<file path="src/rtl/arena_link_pkg.sv">
// Shared definitions for the arena/bomb/player snapshot link.
// Frame layout: byte 0 sync, bytes 1..42 body, byte 43 XOR checksum of the body.
// Both ends of the link (transmitter and receiver) import this package.
package arena_link_pkg;

    localparam logic [7:0] SYNC_BYTE = 8'hA5;
    localparam int FRAME_BYTES = 44;
    localparam int MAP_BYTES   = 13;
    localparam int MAP_BITS    = 100;

    localparam int ARENA_OFS = 1;
    localparam int BOMB0_OFS = 14;
    localparam int BOMB1_OFS = 27;
    localparam int POS_OFS   = 40;
    localparam int STAT_OFS  = 42;
    localparam int CSUM_OFS  = 43;

    // Body = everything between sync and checksum.
    localparam int BODY_BYTES  = CSUM_OFS - ARENA_OFS;
    localparam int SHADOW_BITS = BODY_BYTES * 8;

    typedef enum logic [1:0] {
        HUNT  = 2'd0,
        BODY  = 2'd1,
        CHECK = 2'd2
    } frameState_e;

endpackage

</file>
<file path="src/rtl/arena_frame_rx_if.sv">
// Bundle of the serial input and the registered snapshot outputs.
//   slave  : the receiver (consumes rx, drives the snapshot)
//   master : whoever drives rx and consumes the snapshot
interface arena_frame_rx_if;
    import arena_link_pkg::*;

    logic                rx;
    logic [MAP_BITS-1:0] arena_0;
    logic [MAP_BITS-1:0] bombs_0;
    logic [MAP_BITS-1:0] bombs_1;
    logic [3:0]          playerAx;
    logic [3:0]          playerAy;
    logic [3:0]          playerBx;
    logic [3:0]          playerBy;
    logic [1:0]          playerAhealth;
    logic [1:0]          playerBhealth;
    logic [1:0]          game_state;
    logic                frame_valid;
    logic                frame_err;
    logic                busy;

    modport master (
        output rx,
        input  arena_0, bombs_0, bombs_1,
        input  playerAx, playerAy, playerBx, playerBy,
        input  playerAhealth, playerBhealth, game_state,
        input  frame_valid, frame_err, busy
    );

    modport slave (
        input  rx,
        output arena_0, bombs_0, bombs_1,
        output playerAx, playerAy, playerBx, playerBy,
        output playerAhealth, playerBhealth, game_state,
        output frame_valid, frame_err, busy
    );

endinterface

</file>
<file path="src/rtl/uart_rx_byte.sv">
// 8N1 byte receiver.
//   clk, rst     : clock, async active-low reset
//   rx           : raw serial line (idle high), synchronized internally
//   data         : last received byte, valid while strobe is high
//   strobe       : one-cycle pulse, one cycle after a good stop-bit sample
//   frameErr     : one-cycle pulse, one cycle after a stop-bit sample of 0
module uart_rx_byte #(
    parameter int CLKS_PER_BIT = 868
) (
    input  logic       clk,
    input  logic       rst,
    input  logic       rx,
    output logic [7:0] data,
    output logic       strobe,
    output logic       frameErr
);

    localparam int CNT_W = $clog2(CLKS_PER_BIT);
    localparam logic [CNT_W-1:0] HALF_M1 = CNT_W'(CLKS_PER_BIT / 2 - 1);
    localparam logic [CNT_W-1:0] FULL_M1 = CNT_W'(CLKS_PER_BIT - 1);

    localparam logic [2:0] S_IDLE  = 3'd0;
    localparam logic [2:0] S_START = 3'd1;
    localparam logic [2:0] S_DATA  = 3'd2;
    localparam logic [2:0] S_STOP  = 3'd3;
    localparam logic [2:0] S_WAIT  = 3'd4;  // after a framing error: wait for line high

    logic             rxMeta, rxSync, rxPrev;
    logic [2:0]       st;
    logic [CNT_W-1:0] cnt;
    logic [2:0]       bitIdx;
    logic [7:0]       shiftReg;

    assign data = shiftReg;

    always_ff @(posedge clk or negedge rst) begin
        if (!rst) begin
            rxMeta   <= 1'b1;
            rxSync   <= 1'b1;
            rxPrev   <= 1'b1;
            st       <= S_IDLE;
            cnt      <= '0;
            bitIdx   <= '0;
            shiftReg <= '0;
            strobe   <= 1'b0;
            frameErr <= 1'b0;
        end else begin
            rxMeta   <= rx;
            rxSync   <= rxMeta;
            rxPrev   <= rxSync;
            strobe   <= 1'b0;
            frameErr <= 1'b0;
            case (st)
                S_IDLE: begin
                    if (rxPrev && !rxSync) begin
                        st  <= S_START;
                        cnt <= '0;
                    end
                end
                S_START: begin
                    // Mid-start re-check rejects glitches without any error.
                    if (cnt == HALF_M1) begin
                        if (rxSync) begin
                            st <= S_IDLE;
                        end else begin
                            st     <= S_DATA;
                            cnt    <= '0;
                            bitIdx <= '0;
                        end
                    end else begin
                        cnt <= cnt + 1'b1;
                    end
                end
                S_DATA: begin
                    if (cnt == FULL_M1) begin
                        cnt      <= '0;
                        shiftReg <= {rxSync, shiftReg[7:1]};  // LSB first
                        if (bitIdx == 3'd7) st <= S_STOP;
                        else                bitIdx <= bitIdx + 1'b1;
                    end else begin
                        cnt <= cnt + 1'b1;
                    end
                end
                S_STOP: begin
                    if (cnt == FULL_M1) begin
                        cnt <= '0;
                        if (rxSync) begin
                            strobe <= 1'b1;
                            st     <= S_IDLE;
                        end else begin
                            frameErr <= 1'b1;
                            st       <= S_WAIT;
                        end
                    end else begin
                        cnt <= cnt + 1'b1;
                    end
                end
                S_WAIT: begin
                    if (rxSync) st <= S_IDLE;
                end
                default: st <= S_IDLE;
            endcase
        end
    end

endmodule

</file>
<file path="src/rtl/arena_frame_rx.sv">
// Game-state link receiver: recovers bytes, hunts for sync, assembles the
// 44-byte frame into a shadow register and commits it atomically to the
// outputs when the XOR checksum matches.
//   clk, rst : clock, async active-low reset
//   link     : rx in; arena/bomb maps, positions, health, game state,
//              frame_valid / frame_err pulses and busy out
module arena_frame_rx
    import arena_link_pkg::*;
#(
    parameter int CLKS_PER_BIT  = 868,
    parameter int TIMEOUT_BYTES = 4
) (
    input  logic             clk,
    input  logic             rst,
    arena_frame_rx_if.slave  link
);

    localparam int GAP_LIMIT = TIMEOUT_BYTES * 10 * CLKS_PER_BIT;
    localparam int GAP_W     = $clog2(GAP_LIMIT + 1);
    localparam logic [GAP_W-1:0] GAP_MAX  = GAP_W'(GAP_LIMIT);
    localparam logic [5:0]       LAST_IDX = 6'(BODY_BYTES - 1);

    // Shadow bit positions of each field (shadow byte 0 = frame byte 1).
    localparam int ARENA_LSB = (ARENA_OFS - ARENA_OFS) * 8;
    localparam int BOMB0_LSB = (BOMB0_OFS - ARENA_OFS) * 8;
    localparam int BOMB1_LSB = (BOMB1_OFS - ARENA_OFS) * 8;
    localparam int POS_LSB   = (POS_OFS   - ARENA_OFS) * 8;
    localparam int STAT_LSB  = (STAT_OFS  - ARENA_OFS) * 8;

    logic [7:0]             byteData;
    logic                   byteStrobe;
    logic                   rxFrameErr;

    frameState_e            state;
    logic [5:0]             idx;
    logic [7:0]             acc;
    logic [GAP_W-1:0]       gapCnt;
    logic [SHADOW_BITS-1:0] shadow;

    uart_rx_byte #(.CLKS_PER_BIT(CLKS_PER_BIT)) uRx (
        .clk      (clk),
        .rst      (rst),
        .rx       (link.rx),
        .data     (byteData),
        .strobe   (byteStrobe),
        .frameErr (rxFrameErr)
    );

    assign link.busy = (state != HUNT);

    // Padding bits of the frame that carry no field.
    logic unusedPad;
    assign unusedPad = ^{shadow[BOMB0_LSB-1 -: 4], shadow[BOMB1_LSB-1 -: 4],
                         shadow[POS_LSB-1 -: 4], shadow[SHADOW_BITS-1 -: 2]};

    always_ff @(posedge clk or negedge rst) begin
        if (!rst) begin
            state              <= HUNT;
            idx                <= '0;
            acc                <= '0;
            gapCnt             <= '0;
            shadow             <= '0;
            link.arena_0       <= '0;
            link.bombs_0       <= '0;
            link.bombs_1       <= '0;
            link.playerAx      <= '0;
            link.playerAy      <= '0;
            link.playerBx      <= '0;
            link.playerBy      <= '0;
            link.playerAhealth <= '0;
            link.playerBhealth <= '0;
            link.game_state    <= '0;
            link.frame_valid   <= 1'b0;
            link.frame_err     <= 1'b0;
        end else begin
            link.frame_valid <= 1'b0;
            link.frame_err   <= 1'b0;

            if (byteStrobe || state == HUNT) gapCnt <= '0;
            else                             gapCnt <= gapCnt + 1'b1;

            if (byteStrobe) begin
                case (state)
                    HUNT: begin
                        if (byteData == SYNC_BYTE) begin
                            state <= BODY;
                            idx   <= '0;
                            acc   <= '0;
                        end
                    end
                    BODY: begin
                        // Sync value here is ordinary data.
                        shadow[{idx, 3'b000} +: 8] <= byteData;
                        acc <= acc ^ byteData;
                        if (idx == LAST_IDX) state <= CHECK;
                        else                 idx   <= idx + 1'b1;
                    end
                    CHECK: begin
                        if (byteData == acc) begin
                            link.arena_0       <= shadow[ARENA_LSB +: MAP_BITS];
                            link.bombs_0       <= shadow[BOMB0_LSB +: MAP_BITS];
                            link.bombs_1       <= shadow[BOMB1_LSB +: MAP_BITS];
                            link.playerAx      <= shadow[POS_LSB      +: 4];
                            link.playerAy      <= shadow[POS_LSB + 4  +: 4];
                            link.playerBx      <= shadow[POS_LSB + 8  +: 4];
                            link.playerBy      <= shadow[POS_LSB + 12 +: 4];
                            link.playerAhealth <= shadow[STAT_LSB     +: 2];
                            link.playerBhealth <= shadow[STAT_LSB + 2 +: 2];
                            link.game_state    <= shadow[STAT_LSB + 4 +: 2];
                            link.frame_valid   <= 1'b1;
                        end else begin
                            link.frame_err <= 1'b1;
                        end
                        state <= HUNT;
                    end
                    default: state <= HUNT;
                endcase
            end else if (state != HUNT && (rxFrameErr || gapCnt == GAP_MAX)) begin
                // Broken or stalled frame: abandon it, keep the last good snapshot.
                link.frame_err <= 1'b1;
                state          <= HUNT;
            end
        end
    end

endmodule

</file>
<file path="src/flat_wrapper.sv">
// flat-port wrapper written by rule: the top's interface ports become plain ports
module arena_frame_rx_flat import arena_link_pkg::*;
#(
    parameter int CLKS_PER_BIT  = 868,
    parameter int TIMEOUT_BYTES = 4
)
  (clk, rst, link_rx, link_arena_0, link_bombs_0, link_bombs_1, link_playerAx, link_playerAy, link_playerBx, link_playerBy, link_playerAhealth, link_playerBhealth, link_game_state, link_frame_valid, link_frame_err, link_busy);
  arena_frame_rx_if link_i ();
  input  logic clk;
  input  logic rst;
  input wire logic [$bits(link_i.rx)-1:0] link_rx;
  output wire logic [$bits(link_i.arena_0)-1:0] link_arena_0;
  output wire logic [$bits(link_i.bombs_0)-1:0] link_bombs_0;
  output wire logic [$bits(link_i.bombs_1)-1:0] link_bombs_1;
  output wire logic [$bits(link_i.playerAx)-1:0] link_playerAx;
  output wire logic [$bits(link_i.playerAy)-1:0] link_playerAy;
  output wire logic [$bits(link_i.playerBx)-1:0] link_playerBx;
  output wire logic [$bits(link_i.playerBy)-1:0] link_playerBy;
  output wire logic [$bits(link_i.playerAhealth)-1:0] link_playerAhealth;
  output wire logic [$bits(link_i.playerBhealth)-1:0] link_playerBhealth;
  output wire logic [$bits(link_i.game_state)-1:0] link_game_state;
  output wire logic [$bits(link_i.frame_valid)-1:0] link_frame_valid;
  output wire logic [$bits(link_i.frame_err)-1:0] link_frame_err;
  output wire logic [$bits(link_i.busy)-1:0] link_busy;
  assign link_i.rx = link_rx;
  assign link_arena_0 = link_i.arena_0;
  assign link_bombs_0 = link_i.bombs_0;
  assign link_bombs_1 = link_i.bombs_1;
  assign link_playerAx = link_i.playerAx;
  assign link_playerAy = link_i.playerAy;
  assign link_playerBx = link_i.playerBx;
  assign link_playerBy = link_i.playerBy;
  assign link_playerAhealth = link_i.playerAhealth;
  assign link_playerBhealth = link_i.playerBhealth;
  assign link_game_state = link_i.game_state;
  assign link_frame_valid = link_i.frame_valid;
  assign link_frame_err = link_i.frame_err;
  assign link_busy = link_i.busy;
  arena_frame_rx #(.CLKS_PER_BIT(CLKS_PER_BIT), .TIMEOUT_BYTES(TIMEOUT_BYTES)) u_core (.clk(clk), .rst(rst), .link(link_i));
endmodule
</file>
<file path="config.mk">
export PLATFORM = sky130hd
export DESIGN_NAME = arena_frame_rx_flat
export DESIGN_NICKNAME = d
export VERILOG_FILES = /design/src/rtl/arena_link_pkg.sv /design/src/rtl/arena_frame_rx_if.sv /design/src/rtl/uart_rx_byte.sv /design/src/rtl/arena_frame_rx.sv /design/src/flat_wrapper.sv
export SDC_FILE = /design/constraint.sdc
export NUM_CORES = 1
export LEC_CHECK = 0
export BUFFER_PORTS_ARGS = -buffer_cell sky130_fd_sc_hd__buf_2
export CAP_MARGIN = 20
export CORE_MARGIN = 3
export CORE_UTILIZATION = 45
export CTS_BUF_LIST = sky130_fd_sc_hd__clkbuf_4 sky130_fd_sc_hd__clkbuf_8
export CTS_CLUSTER_SIZE = 16
export DETAILED_ROUTE_END_ITERATION = 7
export PLACE_DENSITY = 0.63
export RECOVER_POWER = 25
export SYNTH_ARGS = -nofsm -noshare
export SYNTH_HDL_FRONTEND = slang
export SYNTH_HIERARCHICAL = 1
export SYNTH_SLANG_ARGS = --single-unit
</file>
<file path="constraint.sdc">
create_clock -name clk -period 3.6 [get_ports clk]
set_clock_uncertainty 0.05 [all_clocks]
set_input_delay 0.72 -clock clk [delete_from_list [all_inputs] [get_ports clk]]
set_output_delay 0.72 -clock clk [all_outputs]
set_load 0.05 [all_outputs]
</file>
# Word level (Yosys, flattened, before mapping)
# Index checks and enable logic that the tools add are counted.
# op_classes
n_addsub	5
multipliers	0
div_mod_pow	0
magnitude_cmp	0
eq_ne	26
shift	2
n_mux	44
bitwise	1
n_reduce_logical	22
# op_table
op	count
336-bit bitwise mux	1
8-bit by 11-bit variable shift with 336-bit output (first input constant)	1
8-bit by 11-bit indexed part select with 336-bit output	1
10-bit 2-to-1 mux	4
3-bit 2-to-1 mux	11
10-bit one-hot mux with 3 select lines	1
2-bit inequality test (second input constant)	10
16-bit by 1-bit adder with 16-bit output (second input constant)	1
16-bit == test (second input constant)	1
16-bit 2-to-1 mux	1
8-bit one-hot mux with 2 select lines	1
3-bit one-hot mux with 5 select lines	1
1-bit 2-to-1 mux	13
6-bit 2-to-1 mux	2
6-bit one-hot mux with 2 select lines	1
3-bit AND reduction	4
9-bit negation with 11-bit output	1
10-bit by 1-bit adder with 10-bit output (second input constant)	1
10-bit == test (second input constant)	1
10-bit by 9-bit == test with 1-bit output (second input constant)	1
2-bit 2-to-1 mux	5
8-bit == test	1
8-bit == test (second input constant)	1
8-bit 2-to-1 mux	1
25 further kinds	34
# word_totals
ff_bits	721
latch_bits	0
ramBits	0
romBits	0
out_inout_bits	325
wordCells	126
n_memories	0

# Depth between registers and ports, before layout
# depth
word_depth	5
mapped_depth	11
mapped_depth_nobuf	7

# Modules after synthesis
# The synthesis kept the hierarchy.
# modules_own_cells
mod	n_inst	cells_per_inst	area_each_um2
arena_frame_rx	1	1777	27022.2
uart_rx_byte	1	137	1465.2

# Least setup slack after synthesis
# Ideal clock, no wire load.
# synth_timing
kind	reg-to-reg
start	register u_core.idx[0]
end	register u_core.shadow[34]
setup_ns	0.128
arrival_time_ns	2.806
required_time_ns	3.422
setup_slack_ns	0.617
stages_incl_launch_ff	10
period_less_slack_ns	2.983
path_cell_list	dfrtp_1 clkbuf_1 inv_1 ha_1 buf_2 xnor2_1 nand2_1 or4_1 buf_2 mux2_1
# synth_between
elab_chain_cells	3
# synth_rtl
element	line	source
start, declared	arena_frame_rx.sv:35	logic [5:0] idx;
start signal, assigned	arena_frame_rx.sv:96	else idx <= idx + 1'b1;
9-bit negation with 11-bit output *	arena_frame_rx.sv:93	shadow[{idx, 3'b000} +: 8] <= byteData;
8-bit by 11-bit indexed part select with 336-bit output / 8-bit by 11-bit variable shift with 336-bit output (equally long branches)	arena_frame_rx.sv:93	
336-bit bitwise mux *	arena_frame_rx.sv:93	
end signal, assigned by index	arena_frame_rx.sv:93	
end, declared	arena_frame_rx.sv:38	logic [SHADOW_BITS-1:0] shadow;
# Mark *: on every way between the ends. The rest lies on a longest branch, timed or not.
# A chain may end at the register's enable or synchronous reset.

# Worst setup path in the final report
# layout_timing
start	register u_core.idx[1]
end	register u_core.shadow[277]
# Same word-level chain as after synthesis.

==> summary.txt <==
Worst setup path
  – Crit Path Max Fanout: 9
  – Critical path depth: 6
  – CP bufs+invs: 1
  – Nature of the critical path startpoint: flip-flop
  – Slowest-stage cell, CP: nor3_2
  – Worst r2r src: u_core/idx[1]
  – Crit path kind: flip-flop to flip-flop
  – Worst R2R Path Depth: 6
  – Cell family with most CP delay: simple AND/OR/NAND/NOR gates
  – RR Endpoint: u_core/shadow[277]
  – Worst EP required: 4.12 ns
  – FF-to-FF setup slack: 0.38 ns
  – CP cell instances: inv_1 > ha_1 > xnor2_1 > nand2_1 > nor3_2 > mux2_2
  – CP endpoint kind: flip-flop
  – CP arrival: 3.74 ns
  – Worst path max stage delay: 0.88 ns

CTS
  – CTS tree: yes
  – H-tree levels: 3
  – Clock-pin slew on the worst setup and hold paths: 0.06 ns
  – Clock tree buffer depth: 3
  – Post-CTS resize count: 0
  – Clk root buf: clkbuf_8
  – Total clock sinks: 707
  – Worst skew pair latency: 0.71 ns
  – CTS Buf Count: 113

Finish
  – Final-layout fill cell count: 5249
  – Nets: 2330
  – Reg area: 0.0177 mm^2
  – Multi-input logic area: 0.0102 mm^2
  – Post-route cell area: 0.0337 mm^2
  – Synth-to-Final Area Change: 18.2%
  – Layout cells sized above 1: 51.9%
  – Final core occ: 54.2%

Global route
  – Vias in the first global route: 18064
  – First-pass GRT wire length: 110 mm
  – GRT Util Overall: 21.3%
  – Largest net degree at the start of global routing: 109
  – Grt ovf: 0
  – Initial antenna violation count: 2

STA
  – Fmax: 311 MHz
  – RSZ-0062 raised after global routing: false
  – Period minus WS final: 3.22 ns
  – Slew HR: -69.9%
  – Final-report hold violation count: 0
  – Pin slew with the least headroom to its limit: 2.55 ns
  – Fin. max-slew vios: 88
  – Setup ws final: 0.384 ns
  – Final setup vio count: 0
  – Fin crit share: 89.3%
  – TNS Setup: 0 ns

Drt
  – DRC Markers: 0
  – Iter 0 DRT Violations: 1067
  – Max Used Layer: met4
  – DR vias: 16875
  – Met1 wire length: 29.8 mm
  – Post-Route WL: 70.4 mm
  – Antenna Nets Post-Route: 0
  – Met2 Wirelength: 35.6 mm
  – First drt pass iteration count: 5
  – Via-to-Cell Ratio: 5.20
  – DR WL met3: 3.81 mm
  – WL/cell: 21.7 um

Power
  – Clk pwr share: 46.1%
  – Cell-internal power: 12300 uW
  – PwrDens: 465 mW/mm^2
  – Pleak: 0.0180 uW
  – Switching part of the total power: 21.8%
  – VDD IR-drop max: 0.247 mV
  – Sequential share of power: 51.4%
  – Comb pwr share: 2.5%
  – PnR Total Power: 15700 uW
  – P_sw: 3420 uW

Run status
  – Status: complete, but fails checks
  – Failing checks: max-capacitance violations, max-slew violations

Die
  – Die area: 0.0664 mm^2
  – Rows: 91
  – IO Pins: 328
  – Die width: 258 um
  – Die height: 258 um
  – Area of the core: 0.0622 mm^2
  – Initial Utilization: 45.8%

Yosys
  – Mapped Area: 0.0285 mm^2
  – Synth cell types: 74
  – Syn. warnings: 6
  – Syn nets: 1928
  – Post-synth ARST share: 100%
  – Register area share after synthesis: 62.1%
  – Flop and latch count out of synthesis: 707
  – Main synth FF type: dfrtp_1
  – Post-synth EDFFs: 0
  – Mapped Cells: 1914
  – Mean cell area of the mapped netlist: 14.9 um^2

Place
  – Placer Congestion: 0.852
  – DPL Wire Length: 47.0 mm
  – Pre-CTS setup slack: 0.408 ns
  – I/O Buffers: 327
  – Dpl cell area: 0.0313 mm^2

Worst hold path
  – Worst Hold Class: flip-flop to flip-flop
  – HP Start: u_core/uRx/rxMeta
  – Hold path cells: 0
  – Hold Crit Endpoint: u_core/uRx/rxSync

Run
  – Max cap viols: 1
-- worst reg2reg max path: cells and delay by family, from the launching register on --
family	cells	cell delay, ns
adders and majority gates	1	0.32
xor gates and xnor gates	1	0.36
and+or+nand+nor	2	1.27
muxes	1	0.42
buffers and inverters	1	0.14
DFF	1	0.52
-- per-layer routing --
layer  vias up  global-route usage, %
met5         -                      0
met4         0                   5.61
met3        96                   4.64
met2       383                   36.3
met1      8826                   27.8
li1       7570                      -
-- cells by family after synthesis --
family	share of synthesized area [%]
mux	25.8
buf+inv	2.01
flops	62.1
fa+ha+maj	0.483
xor+xnor	0.769
compound gates	1.76
simple gates	7.06
-- metrics by stage --
| step | std cells | hold WS [ns] |
|---|---|---|
| 5_1_grt | 3243 | 0.323 |
| 2_1_floorplan | 1914 | 0.295 |
| 4_1_cts | 3240 | 0.316 |
| 3_5_place_dp | 3036 | 0.309 |
| 3_3_place_gp | 3036 | 0.311 |
| 6_report | 3243 | 0.320 |
-- state kept, by name, indices dropped and copies added (netlist names), 6 cells and up --
name	cells
u_core/shadow	322
u_core/link.arena_0	100
u_core/link.bombs_0	100
u_core/link.bombs_1	100
u_core/gapCnt	16
u_core/uRx/cnt	10
u_core/acc	8
u_core/uRx/data	8
u_core/idx	6
-- how the worst max path moves through the flow --
stage,startpoint,endpoint
2_1_floorplan,u_core/idx[0],u_core/shadow[34]
5_1_grt,rst,u_core/link.bombs_0[83]
3_5_place_dp,u_core/idx[1],u_core/shadow[277]
6_report,u_core/idx[1],u_core/shadow[277]
3_3_place_gp,u_core/idx[1],u_core/shadow[2]
4_1_cts,u_core/idx[1],u_core/shadow[277]
-- cell usage in the layout (no fill, tap or decap), types with 10 or more instances in the layout --
cell type  instances
nand3_1           17
nand2_1           58
mux2i_1           36
o21ai_0           36
nor3_1            11
buf_12            10
ha_1              11
buf_2            326
clkbuf_8         141
dfrtp_1          703
nor2b_1           31
buf_4             27
inv_1             41
mux2_2           611
clkbuf_4          49
xnor2_1           15
nor2_1            52
and2_1            43
-- power by group through the flow --
stage	registers (uW)	clock network [uW]	logic [uW]
detailed placement	8190	0	407
floorplan	8160	0	220
global placement	8190	0	390
CTS	8050	7450	409
global route	8050	7820	452
finish	8050	7220	391
-- Yosys cell counts, drive strengths merged (16+ instances only) --
master,count,share of area (%)
clkbuf,37,0.49
xnor2,16,0.49
nor2b,31,0.68
dfrtp,704,62
o21ai,40,0.72
nand3,21,0.44
and2,43,0.94
nor3,24,0.72
mux2,620,25
nor2,55,0.75
nand2,60,0.81
mux2i,36,1.3
inv,41,0.54
buf,48,0.98
-- layout make-up --
cell class                      instances  share of cell area (%)
Antenna cell                            3                  0.0223
Clock buffer                          190                    6.86
Clock inverter                         12                   0.349
Inverter                               41                   0.457
Multi-Input combinational cell       1081                    30.4
Sequential cell                       707                    52.6
Tap cell                              837                    3.11
Timing Repair Buffer                  372                    6.24
-- what timing repair did --
item,CTS,global route
hold buffers,2,0
setup buffers,0,0
hold endpoints to repair,42,0
Note: power is estimated with default switching activity, not from simulation.
